File: config.mk
export PLATFORM = sky130hd
export DESIGN_NAME = spi_io_expander
export DESIGN_NICKNAME = d
export VERILOG_FILES = /design/src/rtl/spi_io_expander_pkg.sv /design/src/rtl/spi_io_expander_frontend.sv /design/src/rtl/spi_io_expander.sv
export SDC_FILE = /design/constraint.sdc
export NUM_CORES = 1
export LEC_CHECK = 0
export ABC_AREA = 1
export BUFFER_PORTS_ARGS = -buffer_cell sky130_fd_sc_hd__buf_2
export CAP_MARGIN = 20
export CORE_AREA = 2 2 152 154
export DETAILED_ROUTE_END_ITERATION = 16
export DIE_AREA = 0 0 154 156
export HOLD_SLACK_MARGIN = 0.1
export PLACE_DENSITY = 0.36
export SYNTH_ARGS = -nofsm -noshare
export SYNTH_HDL_FRONTEND = slang
export SYNTH_SLANG_ARGS = --single-unit
File: constraint.sdc
create_clock -name clk -period 5.5 [get_ports clk]
set_clock_uncertainty 0.1 [all_clocks]
set_input_delay 0.825 -clock clk [delete_from_list [all_inputs] [get_ports clk]]
set_output_delay 0.825 -clock clk [all_outputs]
set_load 0.02 [all_outputs]
File: src/rtl/spi_io_expander_pkg.sv
`default_nettype none
// ==========================================================================
// spi_io_expander_pkg : address map, command bit and FSM states (Rev 1.0)
// ==========================================================================
package spi_io_expander_pkg;

   localparam logic [6:0] OUT_BASE  = 7'h00;
   localparam logic [6:0] DIR_BASE  = 7'h10;
   localparam logic [6:0] IN_BASE   = 7'h20;
   localparam logic [6:0] MASK_BASE = 7'h30;
   localparam logic [6:0] STAT_BASE = 7'h40;

   localparam int CMD_READ_BIT = 7;

   typedef enum logic [1:0] {
      ST_IDLE = 2'd0,
      ST_CMD  = 2'd1,
      ST_DATA = 2'd2
   } state_t;

   // Each register bank occupies one 16-address block.
   function automatic logic bank_hit(input logic [6:0] a, input logic [6:0] base);
      return a[6:4] == base[6:4];
   endfunction

endpackage
`default_nettype wire

File: src/rtl/spi_io_expander_frontend.sv
`default_nettype none
// ==========================================================================
// spi_frontend : oversampled mode-0 SPI slave (sync, edges, shifters) Rev 1.0
// ==========================================================================
module spi_frontend
   import spi_io_expander_pkg::*;
#(
   parameter int SYNC_STAGES = 2
) (
   input  logic       clk,
   input  logic       rst,
   input  logic       ss,
   input  logic       sclk,
   input  logic       mosi,
   input  logic       load,
   input  logic [7:0] load_data,
   output logic       active,
   output logic       byte_valid,
   output logic [7:0] rx_byte,
   output logic       miso,
   output logic       miso_oe
);
   logic [SYNC_STAGES-1:0] sclk_pipe, ss_pipe, mosi_pipe;
   logic       s_sclk, s_ss, s_mosi;
   logic       sclk_d, ss_d, load_d;
   logic       rise, fall, ss_fall;
   logic [2:0] bit_cnt;
   logic [7:0] tx;

   assign s_sclk  = sclk_pipe[SYNC_STAGES-1];
   assign s_ss    = ss_pipe[SYNC_STAGES-1];
   assign s_mosi  = mosi_pipe[SYNC_STAGES-1];
   assign rise    = s_sclk & ~sclk_d;
   assign fall    = ~s_sclk & sclk_d;
   assign ss_fall = ss_d & ~s_ss;

   // ss chain resets low so a select held through reset never looks like a new frame.
   always_ff @(posedge clk or posedge rst) begin
      if (rst) begin
         sclk_pipe  <= '0;
         ss_pipe    <= '0;
         mosi_pipe  <= '0;
         sclk_d     <= 1'b0;
         ss_d       <= 1'b0;
         load_d     <= 1'b0;
         active     <= 1'b0;
         byte_valid <= 1'b0;
         rx_byte    <= 8'h00;
         bit_cnt    <= 3'd0;
         tx         <= 8'h00;
         miso       <= 1'b0;
         miso_oe    <= 1'b0;
      end else begin
         sclk_pipe  <= {sclk_pipe[SYNC_STAGES-2:0], sclk};
         ss_pipe    <= {ss_pipe[SYNC_STAGES-2:0], ss};
         mosi_pipe  <= {mosi_pipe[SYNC_STAGES-2:0], mosi};
         sclk_d     <= s_sclk;
         ss_d       <= s_ss;
         load_d     <= load;
         byte_valid <= 1'b0;
         miso_oe    <= active & ~s_ss;
         if (s_ss) begin
            active  <= 1'b0;
            bit_cnt <= 3'd0;
            tx      <= 8'h00;
            miso    <= 1'b0;
         end else begin
            if (ss_fall)
               active <= 1'b1;
            if (active && rise) begin
               rx_byte    <= {rx_byte[6:0], s_mosi};
               bit_cnt    <= bit_cnt + 3'd1;
               byte_valid <= (bit_cnt == 3'd7);
            end
            if (load)
               tx <= load_data;
            // Bit 7 goes out right after the load; the falling edge closing a byte is skipped.
            if (load_d)
               miso <= tx[7];
            else if (active && fall && (bit_cnt != 3'd0))
               miso <= tx[3'd7 - bit_cnt];
         end
      end
   end

endmodule
`default_nettype wire

File: src/rtl/spi_io_expander.sv
`default_nettype none
// ==========================================================================
// spi_io_expander : SPI GPIO expander top; SPI_IO_EXPANDER_IRQ_EN adds IRQs
// Rev 1.0
// ==========================================================================
module spi_io_expander
   import spi_io_expander_pkg::*;
#(
   parameter int NUM_PORTS   = 2,
   parameter int SYNC_STAGES = 2
) (
   input  logic                   clk,
   input  logic                   rst,
   input  logic                   ss,
   input  logic                   sclk,
   input  logic                   mosi,
   output logic                   miso,
   output logic                   miso_oe,
   input  logic [8*NUM_PORTS-1:0] gpio_in,
   output logic [8*NUM_PORTS-1:0] gpio_out,
   output logic [8*NUM_PORTS-1:0] gpio_oe,
   output logic                   irq
);
   localparam int W = 8 * NUM_PORTS;

   logic         active, byte_valid, load, rd, wr_en;
   logic [7:0]   rx_byte, load_data;
   logic [6:0]   addr, load_addr;
   state_t       state;
   logic [7:0]   out_r [NUM_PORTS];
   logic [7:0]   dir_r [NUM_PORTS];
   logic [W-1:0] in_pipe [SYNC_STAGES];
   logic [W-1:0] in_val;
`ifdef SPI_IO_EXPANDER_IRQ_EN
   logic [7:0]   mask_r [NUM_PORTS];
   logic [7:0]   stat_r [NUM_PORTS];
   logic [W-1:0] in_prev;
   logic         irq_r, stat_any;
`endif

   spi_frontend #(.SYNC_STAGES(SYNC_STAGES)) u_frontend (
      .clk        (clk),
      .rst        (rst),
      .ss         (ss),
      .sclk       (sclk),
      .mosi       (mosi),
      .load       (load),
      .load_data  (load_data),
      .active     (active),
      .byte_valid (byte_valid),
      .rx_byte    (rx_byte),
      .miso       (miso),
      .miso_oe    (miso_oe)
   );

   assign in_val    = in_pipe[SYNC_STAGES-1];
   assign load_addr = (state == ST_CMD) ? rx_byte[6:0] : addr + 7'd1;
   assign wr_en     = byte_valid && active && (state == ST_DATA) && !rd;
   assign load      = byte_valid && active &&
                      (((state == ST_CMD) && rx_byte[CMD_READ_BIT]) || ((state == ST_DATA) && rd));

   always_comb begin
      load_data = 8'h00;
      for (int p = 0; p < NUM_PORTS; p++) begin
         if (load_addr[3:0] == 4'(p)) begin
            if (bank_hit(load_addr, OUT_BASE))  load_data = out_r[p];
            if (bank_hit(load_addr, DIR_BASE))  load_data = dir_r[p];
            if (bank_hit(load_addr, IN_BASE))   load_data = in_val[8*p +: 8];
`ifdef SPI_IO_EXPANDER_IRQ_EN
            if (bank_hit(load_addr, MASK_BASE)) load_data = mask_r[p];
            if (bank_hit(load_addr, STAT_BASE)) load_data = stat_r[p];
`endif
         end
      end
   end

   always_ff @(posedge clk or posedge rst) begin
      if (rst) begin
         state <= ST_IDLE;
         addr  <= 7'h00;
         rd    <= 1'b0;
      end else begin
         case (state)
            ST_IDLE: if (active) state <= ST_CMD;
            ST_CMD: begin
               if (!active)
                  state <= ST_IDLE;
               else if (byte_valid) begin
                  state <= ST_DATA;
                  addr  <= rx_byte[6:0];
                  rd    <= rx_byte[CMD_READ_BIT];
               end
            end
            ST_DATA: begin
               if (!active)
                  state <= ST_IDLE;
               else if (byte_valid)
                  addr <= addr + 7'd1;
            end
            default: state <= ST_IDLE;
         endcase
      end
   end

   always_ff @(posedge clk or posedge rst) begin
      if (rst) begin
         for (int p = 0; p < NUM_PORTS; p++) begin
            out_r[p] <= 8'h00;
            dir_r[p] <= 8'h00;
         end
         for (int s = 0; s < SYNC_STAGES; s++)
            in_pipe[s] <= '0;
         gpio_out <= '0;
         gpio_oe  <= '0;
      end else begin
         in_pipe[0] <= gpio_in;
         for (int s = 1; s < SYNC_STAGES; s++)
            in_pipe[s] <= in_pipe[s-1];
         for (int p = 0; p < NUM_PORTS; p++) begin
            if (wr_en && (addr[3:0] == 4'(p))) begin
               if (bank_hit(addr, OUT_BASE)) out_r[p] <= rx_byte;
               if (bank_hit(addr, DIR_BASE)) dir_r[p] <= rx_byte;
            end
            gpio_out[8*p +: 8] <= out_r[p];
            gpio_oe[8*p +: 8]  <= dir_r[p];
         end
      end
   end

`ifdef SPI_IO_EXPANDER_IRQ_EN
   always_comb begin
      stat_any = 1'b0;
      for (int p = 0; p < NUM_PORTS; p++)
         stat_any = stat_any | (|stat_r[p]);
   end

   // A change detected in the same clk as a W1C keeps the bit set.
   always_ff @(posedge clk or posedge rst) begin
      if (rst) begin
         for (int p = 0; p < NUM_PORTS; p++) begin
            mask_r[p] <= 8'h00;
            stat_r[p] <= 8'h00;
         end
         in_prev <= '0;
         irq_r   <= 1'b0;
      end else begin
         in_prev <= in_val;
         irq_r   <= stat_any;
         for (int p = 0; p < NUM_PORTS; p++) begin
            if (wr_en && (addr[3:0] == 4'(p)) && bank_hit(addr, MASK_BASE))
               mask_r[p] <= rx_byte;
            stat_r[p] <= (stat_r[p] & ~((wr_en && (addr[3:0] == 4'(p)) && bank_hit(addr, STAT_BASE))
                                        ? rx_byte : 8'h00))
                       | ((in_val[8*p +: 8] ^ in_prev[8*p +: 8]) & mask_r[p]);
         end
      end
   end

   assign irq = irq_r;
`else
   assign irq = 1'b0;
`endif

endmodule
`default_nettype wire

==> impl.org <==
** Final layout
- Summing all flip-flop and latch instances after layout gives 3453 sq um.
- Share of cells above drive strength 1 :: 19.90%
- After the last flow step, the layout net total stands at 635.
- Area of the multi-input gates :: 1821 sq um
- Antenna cells :: 0
- Syn-to-layout area delta :: 23.19%
- Counting the fill cells in the layout gives 2301.
- Non-Filler Instances :: 903

** Yosys
- Part of the Yosys area used for sequential elements :: 62.32%
- Top post-synthesis cells by count :: 138 x sky130_fd_sc_hd__dfrtp_1, 138 x sky130_fd_sc_hd__nand2_1, 55 x sky130_fd_sc_hd__o21ai_0, 40 x sky130_fd_sc_hd__inv_1, 37 x sky130_fd_sc_hd__nor2_1
- The number of nets handed over by synthesis was 577.
- Portion of synthesized cell area occupied by the leading cell type :: 62.32%
- Number of synthesized flops with an enable pin :: 0
- Post-synthesis async set-or-reset flop share :: 100.0%
- Most area-hungry cell type in the Yosys netlist :: sky130_fd_sc_hd__dfrtp_1
- In the synthesized netlist, the number of instances is 547.
- The mapped netlist covers 5542 sq um.
- A synthesized cell averages 10.13 sq um.
- Flip-flop and latch count after synthesis :: 138
- The most used flip-flop cell after synthesis is sky130_fd_sc_hd__dfrtp_1.
- Unique masters post-synth :: 39
- Synth warn :: 0
- Top cells by area, synth :: sky130_fd_sc_hd__dfrtp_1 62%, sky130_fd_sc_hd__nand2_1 9.3%, sky130_fd_sc_hd__o21ai_0 5.0%

** Clock tree
- CTS placed an instance of sky130_fd_sc_hd__clkbuf_16 at the clock tree root.
- TritonCTS built the clock tree.
- Clock insertion delay at the later pin of the skew report :: 420 ps
- The clock passes through at most 2 buffers.
- Counting the buffers created by CTS gives 17.
- Register clock-pin slew on the reported worst setup and hold paths :: 60 ps
- After clock tree synthesis, the flow added hold-fix buffers numbering 0.
- Post-cts sizing count :: 0
- CTS built an H-tree with a depth of 4.
- Buffers added to address setup during post-CTS repair amount to 0.
- The clock drives 138 sinks.

** Detailed routing
- Wires add up to 14.17 mm.
- After detailed routing, the wire length on met1 is 6.840 mm.
- Routed Antenna Nets :: 0
- Post-route DRC violation count :: 0
- The first routing iteration left 339 violations.
- Met3 layer wire length in the routed design :: 601 microns
- Wire segments on met2 add up to 6.447 mm in the final route.
- Total vias in the final route :: 3873
- The first detailed-routing pass ran for 5 iterations.
- Dividing the detail-routed wire length by the instance count gives 15.69 microns.
- Top metal layer carrying routed signals :: met4
- Average vias per placed instance :: 4.289

** STA
- The final critical path takes up 45.57% of the cycle.
- Derived from the worst setup path, the maximum achievable clock frequency is 0.3990 GHz.
- Worst setup margin :: 2994 ps
- Minimum clock period :: 2506 ps
- For the pin with the worst max-slew slack, the measured transition is 848.3 ps.
- Unrepaired setup endpoints after global routing :: no
- Hold Worst Slack :: 246.4 ps
- For the final routed database, the setup TNS stands at 0 ps.
- Final count of negative-setup-slack endpoints :: 0
- The number of slew-limit violations in the final report came to 0.
- The final number of hold-violating endpoints was 0.
- In this run the tightest slew margin relative to its limit is 43.44%.

** Place
- At the end of routability-driven placement, the weighted congestion stood at 0.8280.
- Placed Instances :: 871
- Quantity of I/O buffers inserted on ports :: 54
- OpenSTA, run right after detailed placement, puts the worst setup slack at 2985 ps.
- Post-DP HPWL :: 10.07 mm

** GRT
- First-pass GRT wire length :: 23.09 mm
- Number of global-route vias before repair :: 4016
- Global-route total usage across every layer :: 12.79%
- For this run the aggregate overflow at the end of global routing stands at 0.
- Antenna violations before repair :: 0
- Entering global routing, the biggest net connects 90 pins.

** Power
- Power spread over the standard cell area amounts to 460.6 nW/um^2.
- Lkg Pwr :: 3.296 nW
- Peak supply drop :: 0.0001888 V
- Power share of the combinational group :: 20.1%
- Fraction of power spent switching nets :: 29.18%
- Share of power burned in the clock network :: 44.9%
- Sequential cells burn 35.0% of the power.
- Internal power :: 2.227 mW
- Sw power :: 0.9173 mW

** Die
- The die is 156 microns tall.
- Die outline area :: 24020 sq um
- The total area inside the core boundary comes to 22370 sq um.
- In this run the count of I/O pins placed on the die edge is 56.
- Core Rows :: 55
- Initial core utilization :: 24.78%
- Die extent in x :: 154 microns

** Run
- The tool flagged a number of max-cap violations equal to 0.

** Setup path
- At the worst endpoint, the arrival time is 2720 ps.
- Nature of the critical path startpoint :: flip-flop
- The critical path is of the reg2reg type.
- Critical path peak fanout :: 12
- The worst setup path is captured at a flip-flop.
- At the worst endpoint, the required time is 5710 ps.
- R2R cell count :: 13

** Outcome
- The flow ran to the end, and the final reports show no timing, DRC or antenna violations.

** Worst hold path
- The min-delay analysis places its worst path in the category reg2reg.
- WHS Path Cells :: 0
[stage by stage]
step                instance area (sq um)  utilization, %  total power, mW
detailed placement                   6093           27.24            1.751
finish                               6827           30.52            3.144
global placement                     6093           27.24            1.743
CTS                                  6827           30.52            3.183
floorplan                            5542               -            1.606
global route                         6827           30.52            3.321
[cell families after synthesis]
group	count (synthesis)	share of synthesized area [%]
flip-flops	138	62.32
other	1	0.06767
buffers and inverters	62	4.832
adder cells (fa/ha/maj)	9	2.032
XOR/XNOR	2	0.3162
AO/OA/AOI/OAI	109	10.97
AND/OR/NAND/NOR	226	19.46
[layer usage]
layer | vias to the layer above | global-route usage (%)
met1 | 1859 | 17.22
li1 | 1894 | -
met3 | 20 | 3.028
met5 | - | 0
met4 | 0 | 5.162
met2 | 100 | 19.90
[state kept, by name, summed over array words and instances (netlist names), 3 cells and up]
| signal | flops |
|---|---|
| u_frontend.tx | 8 |
| gpio_oe | 16 |
| in_pipe | 16 |
| in_val | 16 |
| u_frontend.bit_cnt | 3 |
| out_r | 16 |
| gpio_out | 16 |
| addr | 7 |
| dir_r | 16 |
| u_frontend.rx_byte | 8 |
[layout by cell type, fill, tap and decap left out, types with 2 or more instances in the layout]
master and instances:
sky130_fd_sc_hd__nand2_1 138, sky130_fd_sc_hd__dfrtp_1 138, sky130_fd_sc_hd__o21ai_0 55, sky130_fd_sc_hd__buf_2 54, sky130_fd_sc_hd__inv_1 39, sky130_fd_sc_hd__nor2_1 37, sky130_fd_sc_hd__a21oi_1 26, sky130_fd_sc_hd__clkbuf_16 17
sky130_fd_sc_hd__nand3_1 11, sky130_fd_sc_hd__nand3_2 9, sky130_fd_sc_hd__o21ai_1 9, sky130_fd_sc_hd__ha_1 9, sky130_fd_sc_hd__bufinv_16 8, sky130_fd_sc_hd__o22ai_1 7, sky130_fd_sc_hd__nand4_1 7, sky130_fd_sc_hd__nand2_2 5
sky130_fd_sc_hd__nand2_4 4, sky130_fd_sc_hd__inv_2 3, sky130_fd_sc_hd__nor2_8 3, sky130_fd_sc_hd__inv_4 3, sky130_fd_sc_hd__o21a_1 3, sky130_fd_sc_hd__nor3b_1 3, sky130_fd_sc_hd__nor3_1 3, sky130_fd_sc_hd__clkbuf_8 3
sky130_fd_sc_hd__o21ai_4 2, sky130_fd_sc_hd__nor2_2 2, sky130_fd_sc_hd__o211ai_1 2, sky130_fd_sc_hd__a32oi_1 2, sky130_fd_sc_hd__clkinv_4 2
[cell type report]
type | count | share of cell area, %
inverter | 46 | 2.713
timing repair buffer | 55 | 4.069
multi-input combinational | 347 | 26.67
tap | 285 | 5.224
clock inverter | 11 | 3.849
sequential | 138 | 50.59
clock buffer | 21 | 6.891
[power by group through the flow]
stage / clock network, mW / logic, mW / registers [mW]
final: 1.41 / 0.633 / 1.10
after global routing: 1.50 / 0.715 / 1.11
after CTS: 1.45 / 0.636 / 1.10
after detailed placement: 0 / 0.633 / 1.12
after global placement: 0 / 0.625 / 1.12
after floorplan: 0 / 0.504 / 1.10
[worst max-delay path, cell delays in order (launching register included)]
cell	delay, ps
sky130_fd_sc_hd__dfrtp_1	370
sky130_fd_sc_hd__inv_1	100
sky130_fd_sc_hd__ha_1	430
sky130_fd_sc_hd__inv_2	230
sky130_fd_sc_hd__nand3_1	130
sky130_fd_sc_hd__nand2_1	210
sky130_fd_sc_hd__nand2_4	180
sky130_fd_sc_hd__nor2_8	70
sky130_fd_sc_hd__inv_4	110
sky130_fd_sc_hd__nor2_2	40
sky130_fd_sc_hd__o21ai_1	190
sky130_fd_sc_hd__nand2_1	80
sky130_fd_sc_hd__nand3_1	80
sky130_fd_sc_hd__nand2_1	50
[final timing paths]
| kind | from | to | slack [ps] |
|---|---|---|---|
| setup / recovery | state[1] | u_frontend.tx[6] | 2990 |
| hold / removal | in_pipe[24] | in_val[8] | 250 |
| setup reg to reg | state[1] | u_frontend.tx[6] | 2990 |
| hold reg to reg | in_pipe[24] | in_val[8] | 250 |
| max in group asynchronous | rst | in_val[14] | 3740 |
| min in group asynchronous | rst | u_frontend.miso_oe | 450 |
(Power assumes the default switching activity.)
